**src/rtl/dual_ram_bist_if.sv**
```systemverilog
// Control and RAM-port bundle for the dual-port RAM BIST.
// slave = BIST side, master = host/RAM side.
interface dual_ram_bist_if #(
    parameter int DATA_WIDTH = 2,
    parameter int ADDR_WIDTH = 4
);
    logic                  start;
    logic                  busy;
    logic                  done;
    logic                  pass;
    logic [ADDR_WIDTH+1:0] err_count;
    logic [ADDR_WIDTH-1:0] fail_addr;
    logic                  fail_phase;
    logic                  ram_we1;
    logic                  ram_oe1;
    logic [ADDR_WIDTH-1:0] ram_addra;
    logic [DATA_WIDTH-1:0] ram_din_a;
    logic [DATA_WIDTH-1:0] ram_dout_a;
    logic                  ram_we2;
    logic                  ram_oe2;
    logic [ADDR_WIDTH-1:0] ram_addrb;
    logic [DATA_WIDTH-1:0] ram_din_b;
    logic [DATA_WIDTH-1:0] ram_dout_b;

    modport slave (
        input  start, ram_dout_a, ram_dout_b,
        output busy, done, pass, err_count, fail_addr, fail_phase,
               ram_we1, ram_oe1, ram_addra, ram_din_a,
               ram_we2, ram_oe2, ram_addrb, ram_din_b
    );

    modport master (
        output start, ram_dout_a, ram_dout_b,
        input  busy, done, pass, err_count, fail_addr, fail_phase,
               ram_we1, ram_oe1, ram_addra, ram_din_a,
               ram_we2, ram_oe2, ram_addrb, ram_din_b
    );
endinterface

```
**src/rtl/dual_ram_bist.sv**
```systemverilog
// Four-pass march BIST for a dual-port RAM: write A / read B, then write B / read A,
// with a two-stage compare pipeline matching the RAM's registered read data.
//
// state | meaning
// IDLE  | after reset, wait for start
// W0    | port A writes P0(a) over all addresses
// R0    | port B reads, expect P0(a)
// W1    | port B writes P1(a); port A parked on a^1
// R1    | port A reads, expect P1(a)
// DRAIN | two cycles for the last compares to land
// DONE  | results held, wait for start
module dual_ram_bist #(
    parameter int DATA_WIDTH = 2,
    parameter int ADDR_WIDTH = 4
) (
    input logic            clk,
    input logic            rst,
    dual_ram_bist_if.slave bus
);
    localparam int ECW = ADDR_WIDTH + 2;
    localparam logic [ADDR_WIDTH-1:0] LAST = '1;

    typedef enum logic [2:0] {IDLE, W0, R0, W1, R1, DRAIN, DONE} state_t;

    state_t                state_q, state_d;
    logic [ADDR_WIDTH-1:0] cnt_q, cnt_d;
    logic                  start_ok;

    logic                  we1_q, we1_d, oe1_q, oe1_d, we2_q, we2_d, oe2_q, oe2_d;
    logic [ADDR_WIDTH-1:0] addra_q, addra_d, addrb_q, addrb_d;
    logic [DATA_WIDTH-1:0] dina_q, dina_d, dinb_q, dinb_d;

    logic                  v1_q, v1_d, v2_q, v2_d, ph1_q, ph1_d, ph2_q, ph2_d;
    logic [DATA_WIDTH-1:0] exp1_q, exp1_d, exp2_q, exp2_d;
    logic [ADDR_WIDTH-1:0] adr1_q, adr1_d, adr2_q, adr2_d;

    logic                  busy_q, busy_d, done_q, done_d, pass_q, pass_d;
    logic [ECW-1:0]        err_q, err_d;
    logic [ADDR_WIDTH-1:0] faddr_q, faddr_d;
    logic                  fph_q, fph_d;

    logic [DATA_WIDTH-1:0] p0, rd_data;
    logic                  mism;

    always_ff @(posedge clk or posedge rst) begin
        if (rst) begin
            state_q <= IDLE;
            cnt_q   <= '0;
            we1_q   <= 1'b0;
            oe1_q   <= 1'b0;
            we2_q   <= 1'b0;
            oe2_q   <= 1'b0;
            addra_q <= '0;
            addrb_q <= '0;
            dina_q  <= '0;
            dinb_q  <= '0;
            v1_q    <= 1'b0;
            v2_q    <= 1'b0;
            ph1_q   <= 1'b0;
            ph2_q   <= 1'b0;
            exp1_q  <= '0;
            exp2_q  <= '0;
            adr1_q  <= '0;
            adr2_q  <= '0;
            busy_q  <= 1'b0;
            done_q  <= 1'b0;
            pass_q  <= 1'b0;
            err_q   <= '0;
            faddr_q <= '0;
            fph_q   <= 1'b0;
        end else begin
            state_q <= state_d;
            cnt_q   <= cnt_d;
            we1_q   <= we1_d;
            oe1_q   <= oe1_d;
            we2_q   <= we2_d;
            oe2_q   <= oe2_d;
            addra_q <= addra_d;
            addrb_q <= addrb_d;
            dina_q  <= dina_d;
            dinb_q  <= dinb_d;
            v1_q    <= v1_d;
            v2_q    <= v2_d;
            ph1_q   <= ph1_d;
            ph2_q   <= ph2_d;
            exp1_q  <= exp1_d;
            exp2_q  <= exp2_d;
            adr1_q  <= adr1_d;
            adr2_q  <= adr2_d;
            busy_q  <= busy_d;
            done_q  <= done_d;
            pass_q  <= pass_d;
            err_q   <= err_d;
            faddr_q <= faddr_d;
            fph_q   <= fph_d;
        end
    end

    always_comb begin
        state_d  = state_q;
        cnt_d    = cnt_q;
        start_ok = 1'b0;
        case (state_q)
            IDLE, DONE: begin
                if (bus.start) begin
                    state_d  = W0;
                    cnt_d    = '0;
                    start_ok = 1'b1;
                end
            end
            W0, R0, W1, R1: begin
                cnt_d = cnt_q + ADDR_WIDTH'(1);
                if (cnt_q == LAST) begin
                    case (state_q)
                        W0:      state_d = R0;
                        R0:      state_d = W1;
                        W1:      state_d = R1;
                        default: state_d = DRAIN;
                    endcase
                end
            end
            DRAIN: begin
                cnt_d = cnt_q + ADDR_WIDTH'(1);
                if (cnt_q[0]) begin
                    state_d = DONE;
                    cnt_d   = '0;
                end
            end
            default: state_d = IDLE;
        endcase
    end

    // RAM controls are decoded from the next state so they register in step with it.
    always_comb begin
        we1_d   = 1'b0;
        oe1_d   = 1'b0;
        we2_d   = 1'b0;
        oe2_d   = 1'b0;
        addra_d = '0;
        addrb_d = '0;
        dina_d  = '0;
        dinb_d  = '0;
        v1_d    = 1'b0;
        ph1_d   = 1'b0;
        exp1_d  = '0;
        adr1_d  = '0;
        p0      = cnt_d[DATA_WIDTH-1:0];
        case (state_d)
            W0: begin
                we1_d   = 1'b1;
                addra_d = cnt_d;
                dina_d  = p0;
            end
            R0: begin
                oe2_d   = 1'b1;
                addrb_d = cnt_d;
                v1_d    = 1'b1;
                exp1_d  = p0;
                adr1_d  = cnt_d;
            end
            W1: begin
                we2_d   = 1'b1;
                addrb_d = cnt_d;
                dinb_d  = ~p0;
                addra_d = cnt_d ^ ADDR_WIDTH'(1);
            end
            R1: begin
                oe1_d   = 1'b1;
                addra_d = cnt_d;
                v1_d    = 1'b1;
                ph1_d   = 1'b1;
                exp1_d  = ~p0;
                adr1_d  = cnt_d;
            end
            default: ;
        endcase
    end

    always_comb begin
        v2_d    = v1_q;
        ph2_d   = ph1_q;
        exp2_d  = exp1_q;
        adr2_d  = adr1_q;
        rd_data = ph2_q ? bus.ram_dout_a : bus.ram_dout_b;
        mism    = v2_q && (rd_data != exp2_q);
        err_d   = err_q;
        faddr_d = faddr_q;
        fph_d   = fph_q;
        if (start_ok) begin
            err_d   = '0;
            faddr_d = '0;
            fph_d   = 1'b0;
        end else if (mism) begin
            // err_count never wraps, so zero marks "no mismatch yet" this run.
            if (err_q == '0) begin
                faddr_d = adr2_q;
                fph_d   = ph2_q;
            end
            if (err_q != '1) err_d = err_q + ECW'(1);
        end
        busy_d = (state_d != IDLE) && (state_d != DONE);
        done_d = (state_d == DONE);
        pass_d = (state_d == DONE) && (err_d == '0);
    end

    assign bus.busy       = busy_q;
    assign bus.done       = done_q;
    assign bus.pass       = pass_q;
    assign bus.err_count  = err_q;
    assign bus.fail_addr  = faddr_q;
    assign bus.fail_phase = fph_q;
    assign bus.ram_we1    = we1_q;
    assign bus.ram_oe1    = oe1_q;
    assign bus.ram_addra  = addra_q;
    assign bus.ram_din_a  = dina_q;
    assign bus.ram_we2    = we2_q;
    assign bus.ram_oe2    = oe2_q;
    assign bus.ram_addrb  = addrb_q;
    assign bus.ram_din_b  = dinb_q;
endmodule

```
**src/flat_wrapper.sv**
```systemverilog
// flat-port wrapper written by rule: the top's interface ports become plain ports
module dual_ram_bist_flat 
#(
    parameter int DATA_WIDTH = 2,
    parameter int ADDR_WIDTH = 4
)
  (clk, rst, bus_start, bus_ram_dout_a, bus_ram_dout_b, bus_busy, bus_done, bus_pass, bus_err_count, bus_fail_addr, bus_fail_phase, bus_ram_we1, bus_ram_oe1, bus_ram_addra, bus_ram_din_a, bus_ram_we2, bus_ram_oe2, bus_ram_addrb, bus_ram_din_b);
  dual_ram_bist_if #(.DATA_WIDTH(DATA_WIDTH), .ADDR_WIDTH(ADDR_WIDTH)) bus_i ();
  input logic clk;
  input logic rst;
  input wire logic [$bits(bus_i.start)-1:0] bus_start;
  input wire logic [$bits(bus_i.ram_dout_a)-1:0] bus_ram_dout_a;
  input wire logic [$bits(bus_i.ram_dout_b)-1:0] bus_ram_dout_b;
  output wire logic [$bits(bus_i.busy)-1:0] bus_busy;
  output wire logic [$bits(bus_i.done)-1:0] bus_done;
  output wire logic [$bits(bus_i.pass)-1:0] bus_pass;
  output wire logic [$bits(bus_i.err_count)-1:0] bus_err_count;
  output wire logic [$bits(bus_i.fail_addr)-1:0] bus_fail_addr;
  output wire logic [$bits(bus_i.fail_phase)-1:0] bus_fail_phase;
  output wire logic [$bits(bus_i.ram_we1)-1:0] bus_ram_we1;
  output wire logic [$bits(bus_i.ram_oe1)-1:0] bus_ram_oe1;
  output wire logic [$bits(bus_i.ram_addra)-1:0] bus_ram_addra;
  output wire logic [$bits(bus_i.ram_din_a)-1:0] bus_ram_din_a;
  output wire logic [$bits(bus_i.ram_we2)-1:0] bus_ram_we2;
  output wire logic [$bits(bus_i.ram_oe2)-1:0] bus_ram_oe2;
  output wire logic [$bits(bus_i.ram_addrb)-1:0] bus_ram_addrb;
  output wire logic [$bits(bus_i.ram_din_b)-1:0] bus_ram_din_b;
  assign bus_i.start = bus_start;
  assign bus_i.ram_dout_a = bus_ram_dout_a;
  assign bus_i.ram_dout_b = bus_ram_dout_b;
  assign bus_busy = bus_i.busy;
  assign bus_done = bus_i.done;
  assign bus_pass = bus_i.pass;
  assign bus_err_count = bus_i.err_count;
  assign bus_fail_addr = bus_i.fail_addr;
  assign bus_fail_phase = bus_i.fail_phase;
  assign bus_ram_we1 = bus_i.ram_we1;
  assign bus_ram_oe1 = bus_i.ram_oe1;
  assign bus_ram_addra = bus_i.ram_addra;
  assign bus_ram_din_a = bus_i.ram_din_a;
  assign bus_ram_we2 = bus_i.ram_we2;
  assign bus_ram_oe2 = bus_i.ram_oe2;
  assign bus_ram_addrb = bus_i.ram_addrb;
  assign bus_ram_din_b = bus_i.ram_din_b;
  dual_ram_bist #(.DATA_WIDTH(DATA_WIDTH), .ADDR_WIDTH(ADDR_WIDTH)) u_core (.clk(clk), .rst(rst), .bus(bus_i));
endmodule
```
**config.mk**
```make
export PLATFORM = sky130hd
export DESIGN_NAME = dual_ram_bist_flat
export DESIGN_NICKNAME = d
export VERILOG_FILES = /design/src/rtl/dual_ram_bist_if.sv /design/src/rtl/dual_ram_bist.sv /design/src/flat_wrapper.sv
export SDC_FILE = /design/constraint.sdc
export NUM_CORES = 1
export LEC_CHECK = 0
export CAP_MARGIN = 20
export CORE_UTILIZATION = 25
export CTS_BUF_LIST = sky130_fd_sc_hd__clkbuf_4 sky130_fd_sc_hd__clkbuf_8
export DETAILED_ROUTE_END_ITERATION = 10
export SLEW_MARGIN = 20
export SYNTH_ARGS = -nofsm -noshare
export SYNTH_HDL_FRONTEND = slang
export SYNTH_SLANG_ARGS = --single-unit
```
**constraint.sdc**
```tcl
create_clock -name clk -period 2.5 [get_ports clk]
set_input_delay 0.5 -clock clk [delete_from_list [all_inputs] [get_ports clk]]
set_output_delay 0.5 -clock clk [all_outputs]
set_load 0.01 [all_outputs]
```
After elaboration in Yosys (flattened, before gate mapping)
Cells that the tools add are included.
{ "word_totals": {"elab_cells": 88, "out_inout_bits": 30, "regBits": 52, "in_bits": 7} }
{ "classes": {"reduce_logical": 15, "n_mux": 31, "n_addsub": 2, "bitwise": 2, "eq_ne": 15} }
{ "op_table": {"columns": ["cell", "count"], "rows": [
  ["4-bit two-way mux", 7],
  ["6-bit two-way mux", 3],
  ["3-bit case mux with 3 select lines", 2],
  ["3-bit == test (second input constant)", 5],
  ["3-bit by 2-bit == test with 1-bit output (second input constant)", 4],
  ["6-bit logical NOT", 2],
  ["4-bit case mux with 3 select lines", 1],
  ["1-bit two-way mux", 10],
  ["3-bit two-way mux", 3],
  ["4-bit case mux with 2 select lines", 1],
  ["2-bit OR reduction", 4],
  ["6-bit by 1-bit adder with 6-bit output (second input constant)", 1],
  ["3-bit by 1-bit == test with 1-bit output (second input constant)", 2],
  ["2-bit two-way mux", 3],
  ["6-bit inequality test (second input constant)", 1],
  ["4-bit by 1-bit adder with 4-bit output (second input constant)", 1],
  ["4-bit == test (second input constant)", 1],
  ["2-bit case mux with 2 select lines", 1],
  ["2-bit nonzero test", 2],
  ["4-bit OR reduction", 1],
  ["1-bit logical AND", 3],
  ["3-bit logical NOT", 1],
  ["3-bit inequality test (second input constant)", 1],
  ["3-bit nonzero test", 1],
  ["other kinds (4)", 4]
]} }

Longest topological paths before layout
Gate-level depths: netlist of run 1.
{ "logic_depth": {"ltp_word": 7, "mapped_depth": 9, "ltp_nobuf": 9} }

Least setup slack after synthesis of run 1
Ideal clock, no wire load.
{ "synth_path": {"kind": "register to register", "start": "reg u_core.cnt_q[0]", "end": "reg u_core.busy_q (netlist: u_core.bus.busy)", "slack_ps": 828, "t_arrival_ps": 1551, "required_time_ps": 2379, "n_path_buf": 1, "setup_time_ps": 121, "path_stages_with_launch": 9, "cell_sequence": "dfrtp_1 > ha_1 > and3_1 > buf_2 > nand2_1 > xnor2_1 > nand2_1 > nor3b_1 > nor2_1"} }
{ "synth_via": {"elab_chain_len": 5} }
{ "synth_rtl": {"columns": ["item", "line_no", "rtl"], "rows": [
  ["start: declaration", "dual_ram_bist.sv:26", "logic [ADDR_WIDTH-1:0] cnt_q, cnt_d;"],
  ["start signal: assignment", "dual_ram_bist.sv:73", "cnt_q <= cnt_d;"],
  ["4-bit == test", "dual_ram_bist.sv:113", "if (cnt_q == LAST) begin"],
  ["3-bit two-way mux", "dual_ram_bist.sv:113", null],
  ["3-bit case mux with 3 select lines (*)", "dual_ram_bist.sv:103", "case (state_q)"],
  ["3-bit inequality test or 3-bit nonzero test (tied branches)", "dual_ram_bist.sv:201", "busy_d = (state_d != IDLE) && (state_d != DONE);"],
  ["1-bit logical AND (*)", "dual_ram_bist.sv:201", null],
  ["via u_core.busy_d", "dual_ram_bist.sv:37", "logic busy_q, busy_d, done_q, done_d, pass_q, pass_d;"],
  ["end signal: assignment", "dual_ram_bist.sv:90", "busy_q <= busy_d;"],
  ["end: declaration", "dual_ram_bist.sv:37", null]
]} }
The timed path passes the listed nets; every way through them passes the cells marked *.
A chain may end at the register's enable or synchronous reset.

Worst setup path after layout of run 1
{ "layout_path": {"start": "in bus_ram_dout_b[1]", "end": "reg u_core.fph_q (netlist: u_core.bus.fail_phase)"} }
{ "layout_via": {"elab_chain_len": 5} }
{ "layout_rtl": {"columns": ["item", "line_no", "rtl"], "rows": [
  ["start: declaration", "flat_wrapper.sv:13", "input wire logic [$bits(bus_i.ram_dout_b)-1:0] bus_ram_dout_b;"],
  ["2-bit two-way mux", "dual_ram_bist.sv:184", "rd_data = ph2_q ? bus.ram_dout_a : bus.ram_dout_b;"],
  ["2-bit inequality test", "dual_ram_bist.sv:185", "mism = v2_q && (rd_data != exp2_q);"],
  ["1-bit logical AND", "dual_ram_bist.sv:185", null],
  ["2-bit nonzero test (no line)", null, null],
  ["2-bit AND reduction (no line)", null, null],
  ["end signal: assignment", "dual_ram_bist.sv:95", "fph_q <= fph_d;"],
  ["end: declaration", "dual_ram_bist.sv:40", "logic fph_q, fph_d;"]
]} }
No other way between the ends.

==> results.toml, run 1 <==
[pwr]
netSwitchingPower_mw = 1.06
intPower_mw = 1.82
leakagePower_nw = 1.36
p_per_area_nw_per_um2 = 1000
peakVddDrop_mv = 0.329
swShare_pct = 36.8
sequentialPowerShare_pct = 43.1
power_frac_comb_pct = 40.6
clkPwrFrac_pct = 16.4

[layout]
syn_to_final_growth_pct = 24.2
layout-drive-gt1-share_pct = 8.85
antenna_cells = 0
n_fill_cell = 919
final_nets = 270
final_cell_count_no_fill = 368

[detailed_routing]
dr.pass1.iters = 6
vias_per_cell = 4.50
wl_per_cell_um = 12.5
ant_nets = 0
drc_errors = 0
vias = 1656
drt-initial-drc-count = 77
wirelength_um = 4610

[synth]
ys_seq_elements = 52
yosysWarnings = 0
synth_area_leaders = "dfrtp_1, nor2_1, mux2i_1, nand2_1, inv_1"
synth_ff_type = "dfrtp_1"
yosysTopAreaCellShare_pct = 56.2
synthesis.nets = 232
async_flop_share_pct = 100
synth_cells = 221
synth_area_um2 = 2310
yosysUniqueCellTypes = 43
synth.avg_cell_area_um2 = 10.5
synth_edf_count = 0
seq_area_frac_synth_pct = 56.2
synth.largest_area_cell = "dfrtp_1"

[placed_design]
gp_congestion = 0.807
dp_hpwl_um = 3370
placed_cells = 360
dpl_worst_slack_ps = 100
numPortBuffers = 36

[clock_network]
cts_tree = "built"
cts_buffers = 5
clkSinkCount = 52
clkLatencyLatePin_ps = 300
clockBufferDepth = 2
post_cts_resized = 0
clock-root-buffer = "clkbuf_8"
clk_pin_slew_worst_paths_ps = 90
htreeDepth = 2
hold_buffers = 0
cts_setup_buffers = 0

[floorplanning]
dieArea_um2 = 9650
start_util_pct = 26.2
die_x_um = 98.2
ios = 37
rows = 34
core_area_um2 = 8850
die-height_um = 98.2

[setup_path]
r2r-end = "u_core.bus.busy"
start_kind = "input port"
slowest_stage = "clkdlybuf4s50_1"
crit_type = "in2reg"
path_buf_inv = 1
r2r-start = "u_core.cnt_q[1]"
crit_family = "buffers and inverters"
rrSetupSlack_ps = 530
crit_required_ps = 2680
cp_common_cell = "mux2i_1"
cpPeakStageDelay_ps = 450
endpoint_kind = "register"
worstPathArrival_ps = 2260
crit_chain = "clkdlybuf4s50_1 -> mux2i_1 -> xor2_1 -> a21boi_2 -> nand4_2 -> mux2i_1 -> nor2_1"
cp_max_fo = 12
reg2reg_depth = 7

[global_route]
grt_max_degree = 53
grt_usage_pct = 10.1
grt_pass1_vias = 1653
grt_overflow = 0
antenna_found_initial = 0
grt_pass1_wl_um = 7710

[sta]
setup_tns_ps = 0
fmaxAchievable_mhz = 482
holdWs_ps = 356
maxSlewHeadroom_pct = 58.1
min_period_over_period_pct = 83.0
final.setup.worst_slack_ps = 424
worstMarginPinSlew_ps = 629
fin_skew_ps = 7.01
setup-violations-final = 0
layout_min_cycle_time_ps = 2080
maxSlewViolCount = 0
finalHoldViolCount = 0
rsz0062_at_grt = "false"

[worst_hold_path]
hold_depth = 0
hold_class = "reg2reg"
min_from = "u_core.exp1_q[0]"
hold_end = "u_core.exp2_q[0]"

[run_status]
status = "completed"

[flow_run]
drv_cap = 0
## placed cells by master (no fill, tap or decap), types with 3 or more instances in the layout
| cell | netlist | routed |
|---|---|---|
| clkdlybuf4s50_1 | 0 | 36 |
| buf_4 | 1 | 4 |
| nor3_1 | 7 | 7 |
| clkbuf_8 | 0 | 5 |
| inv_1 | 14 | 13 |
| xnor2_1 | 3 | 3 |
| and3_1 | 4 | 4 |
| nand3_1 | 4 | 4 |
| mux2i_1 | 10 | 10 |
| nor2b_1 | 3 | 3 |
| and2_1 | 4 | 4 |
| nand2b_1 | 5 | 5 |
| nand2_1 | 19 | 19 |
| ha_1 | 4 | 4 |
| o21ai_0 | 10 | 10 |
| a21oi_1 | 9 | 9 |
| nor2_1 | 32 | 32 |
| dfrtp_1 | 52 | 52 |
## power by group through the flow
stage	clock network [mW]	logic (mW)	registers (mW)
2_1_floorplan	0	0.706	1.24
3_3_place_gp	0	1.17	1.25
3_5_place_dp	0	1.18	1.25
4_1_cts	0.484	1.19	1.24
5_1_grt	0.522	1.31	1.27
6_report	0.470	1.17	1.24
## worst max path at each step
| stage | startpoint | end | slack [ps] | cells after the start |
|---|---|---|---|---|
| detailed placement | bus_ram_dout_b[1] | u_core.bus.fail_phase | 100 | 7 |
| finish | bus_ram_dout_b[1] | u_core.bus.fail_phase | 420 | 7 |
| CTS | bus_ram_dout_b[1] | u_core.bus.fail_phase | 410 | 7 |
| global placement | bus_ram_dout_a[1] | u_core.bus.fail_phase | 160 | 7 |
| floorplan | rst | u_core.adr1_q[0] | 740 | 1 |
| global route | bus_ram_dout_b[1] | u_core.bus.fail_phase | 310 | 7 |
## synthesized netlist by cell type (2+ instances only)
master / instances
or3_1: 2
buf_2: 6
xnor2_1: 3
nor2b_4: 2
nor2_1: 32
mux2i_1: 10
nand3_1: 4
nand2b_1: 5
a21oi_1: 9
o21ai_0: 10
and2_1: 4
nor2b_1: 3
nand4_1: 2
xor2_1: 2
and3_1: 4
o21a_1: 2
o31a_1: 2
o22ai_1: 2
ha_1: 4
nor3b_1: 2
dfrtp_1: 52
nand2_1: 19
nor3_1: 7
inv_1: 14
## metrics by stage
step	power [mW]	util (%)	area, um2
CTS	2.91	32.5	2880
floorplan	1.94	-	2310
finish	2.87	32.5	2880
global placement	2.42	31.5	2790
global route	3.10	32.5	2880
detailed placement	2.44	31.5	2790
## cells by family (layout without fill, tap and decap cells)
group                      Yosys count  count (layout)  synth area share, %
adders and majority gates            4               4                 2.16
AOI/OAI and AO/OA                   35              35                 10.1
and+or+nand+nor                     92              92                 20.8
buffers and inverters               23              62                 4.54
muxes                               10              10                 4.32
xor gates and xnor gates             5               5                 1.89
DFF                                 52              52                 56.2
## registers in the layout (all words and copies together) (netlist names)
name                   count
u_core.bus.ram_din_a       2
u_core.bus.pass            1
u_core.bus.ram_oe1         1
u_core.bus.ram_din_b       2
u_core.bus.ram_we1         1
u_core.bus.ram_we2         1
u_core.exp2_q              2
u_core.state_q             3
u_core.cnt_q               4
u_core.bus.done            1
u_core.v2_q                1
u_core.bus.busy            1
u_core.ph2_q               1
u_core.bus.ram_addra       4
u_core.adr1_q              4
u_core.exp1_q              2
u_core.bus.fail_phase      1
u_core.bus.err_count       6
u_core.adr2_q              4
u_core.bus.ram_addrb       4
u_core.v1_q                1
u_core.bus.ram_oe2         1
u_core.bus.fail_addr       4
## worst reg2reg max path, cell delays in order, from the launching register on
cell     delay [ps]
dfrtp_1         420
ha_1            210
and3_1          410
nand2_1         170
xnor2_1         170
nand2_1         200
nor3b_1         240
nor2_1           60
## cell type report
cell class              instances  area (um2)  share of cell area (%)
clock inverters                 3        18.8                   0.653
multi-input cells             146         908                    31.6
well taps                     108         135                    4.70
inverters                      14        52.6                    1.83
flip-flops and latches         52        1300                    45.3
clock buffers                   5        68.8                    2.39
repair buffers                 40         390                    13.6
## metal layers
layer | wire [um] | track usage (%) | up-vias
met5 | 0 | 0 | -
met4 | 44 | 3.10 | 0
met3 | 188 | 2.65 | 6
met2 | 2230 | 17.0 | 39
met1 | 2150 | 12.6 | 789
li1 | - | - | 822
No activity file was read; power rests on OpenSTA's default activity.
==> run 2: changes to the inputs <==
clock period = 1.8 ns   (was 2.5 ns; I/O delays follow)
==> results.toml, run 2 (synthesis gave the netlist of run 1 again) <==
[run_status]
status = "completed"

[layout]
n_fill_cell = 897
final_area_um2 = 3200
final_nets = 303
syn_to_final_growth_pct = 38.3
mostFrequentLayoutCells = "dfrtp_1, clkdlybuf4s50_1, buf_4"
layout.cells.most_common = "dfrtp_1"
antenna_cells = 0
largest_reg_flops = 6
layout-drive-gt1-share_pct = 20.8

[setup_path]
crit_chain = "clkdlybuf4s50_1"
slowest_stage = "clkdlybuf4s50_1"
worstPathArrival_ps = 1400
cpPeakStageDelay_ps = 590
crit_required_ps = 1440
path_buf_inv = 1
crit_type = "reg2out"
endpoint_kind = "output pin"
start_kind = "register"
cp_max_fo = 9
crit_family = "buffers and inverters"
r2r-start = "u_core.cnt_q[1]"
crit_start = "u_core.bus.err_count[3]"

[detailed_routing]
vias = 1815
drt-initial-drc-count = 96
dr.pass1.iters = 6
vias_per_cell = 4.53
drc_errors = 0
ant_nets = 0
wirelength_um = 5080
wl_per_cell_um = 12.7

[global_route]
grt_max_degree = 53
grt_pass1_wl_um = 8230
grt_pass1_vias = 1767
grt_overflow = 0
grt_usage_pct = 10.7
antenna_found_initial = 0

[pwr]
sequentialPowerShare_pct = 36.1
p_per_area_nw_per_um2 = 1430
intPower_mw = 2.99
clkPwrFrac_pct = 18.4
peakVddDrop_mv = 0.592
power_frac_comb_pct = 45.5
netSwitchingPower_mw = 1.59
swShare_pct = 34.8
leakagePower_nw = 1.54

[sta]
finalHoldViolCount = 0
maxSlewViolCount = 0
setup-violations-final = 0
setup_tns_ps = 0
rsz0062_at_grt = "true"
maxSlewHeadroom_pct = 73.1
min_period_over_period_pct = 97.8
holdWs_ps = 355
layout_min_cycle_time_ps = 1760
fmaxAchievable_mhz = 568
fin_skew_ps = 4.70
worstMarginPinSlew_ps = 399

[floorplanning]
ios = 37
start_util_pct = 26.2
rows = 34
dieArea_um2 = 9650
die-height_um = 98.2
die_x_um = 98.2
core_area_um2 = 8850

[clock_network]
cts_tree = "built"
htreeDepth = 2
clock-root-buffer = "clkbuf_8"
hold_buffers = 0
clkSinkCount = 52
clk_pin_slew_worst_paths_ps = 90
clockBufferDepth = 2
clkLatencyLatePin_ps = 300
cts_buffers = 5

[worst_hold_path]
min_from = "u_core.adr1_q[1]"
hold_class = "reg2reg"

[placed_design]
numPortBuffers = 36
gp_congestion = 0.812
dpl_cell_area_um2 = 3030
dp_hpwl_um = 3690

[flow_run]
drv_cap = 0
-- run 2: cell types whose count changed in the layout (fill, tap and decap cells not counted), moves of 2 or more --
| cell | previous run | this run |
|---|---|---|
| buf_4 | 4 | 33 |
| buf_6 | 0 | 2 |
| buf_12 | 0 | 2 |
| clkinv_2 | 2 | 0 |
-- run 2: path summary, 6_finish.rpt --
| path | slack, ps | depth (start not counted) | to |
|---|---|---|---|
| worst max-delay path | 40 | 1 | bus_err_count[3] |
| worst min-delay path | 350 | 0 | u_core.adr2_q[1] |
| worst max register to register | 50 | 9 | u_core.exp1_q[1] |
| worst min register to register | 350 | 0 | u_core.adr2_q[1] |
| max in group asynchronous | 1150 | 3 | u_core.state_q[1] |
| min in group asynchronous | 420 | 3 | u_core.bus.err_count[1] |
-- run 2: metal layers --
layer  up-vias  wire (um)  global-route usage (%)
li1        881          -                       -
met1       878       2300                    13.8
met2        50       2490                    18.1
met3         6        250                    2.43
met4         0         35                    2.64
met5         -          0                       0
-- run 2: worst reg2reg max path, cell delays in order, from the launching register on --
cell	delay, ps
dfrtp_1	390
buf_4	150
ha_1	280
nor2_1	50
a21oi_1	150
nor2_1	70
a221oi_2	310
buf_4	200
nand2_1	50
nand2_1	50
-- run 2: final cells by class --
cell class / count / area, um2 / share of cell area [%]
Timing Repair Buffer: 73 / 671 / 20.9
Multi-Input combinational cell: 146 / 920 / 28.7
Clock inverter: 2 / 38.8 / 1.21
Tap cell: 108 / 135 / 4.22
Inverter: 14 / 52.6 / 1.64
Clock buffer: 6 / 82.6 / 2.58
Sequential cell: 52 / 1300 / 40.7
-- run 2: power by group through the flow --
stage | logic [mW] | clock network [mW] | registers [mW]
detailed placement | 2.00 | 0 | 1.68
floorplan | 0.980 | 0 | 1.72
global route | 2.28 | 0.904 | 1.70
global placement | 1.96 | 0 | 1.67
finish | 2.09 | 0.841 | 1.65
CTS | 2.01 | 0.865 | 1.65
-- run 2: through the flow --
step	utilization (%)	worst slack, ps	std cells	total power, mW
2_1_floorplan	-	128	221	2.70
3_3_place_gp	34.2	-314	389	3.63
3_5_place_dp	34.2	-345	389	3.67
4_1_cts	35.7	41.0	398	4.53
5_1_grt	36.2	-26.4	401	4.88
6_report	36.2	39.1	401	4.58
-- run 2: timing repair --
| item | in CTS | in global routing |
|---|---|---|
| setup buffers | 1 | 3 |
| pin swaps | 2 | 2 |
| endpoints found under the setup margin | 6 | 11 |
| hold endpoints to repair | 0 | 0 |
| cloned | 0 | 0 |
| resized for setup | 1 | 9 |
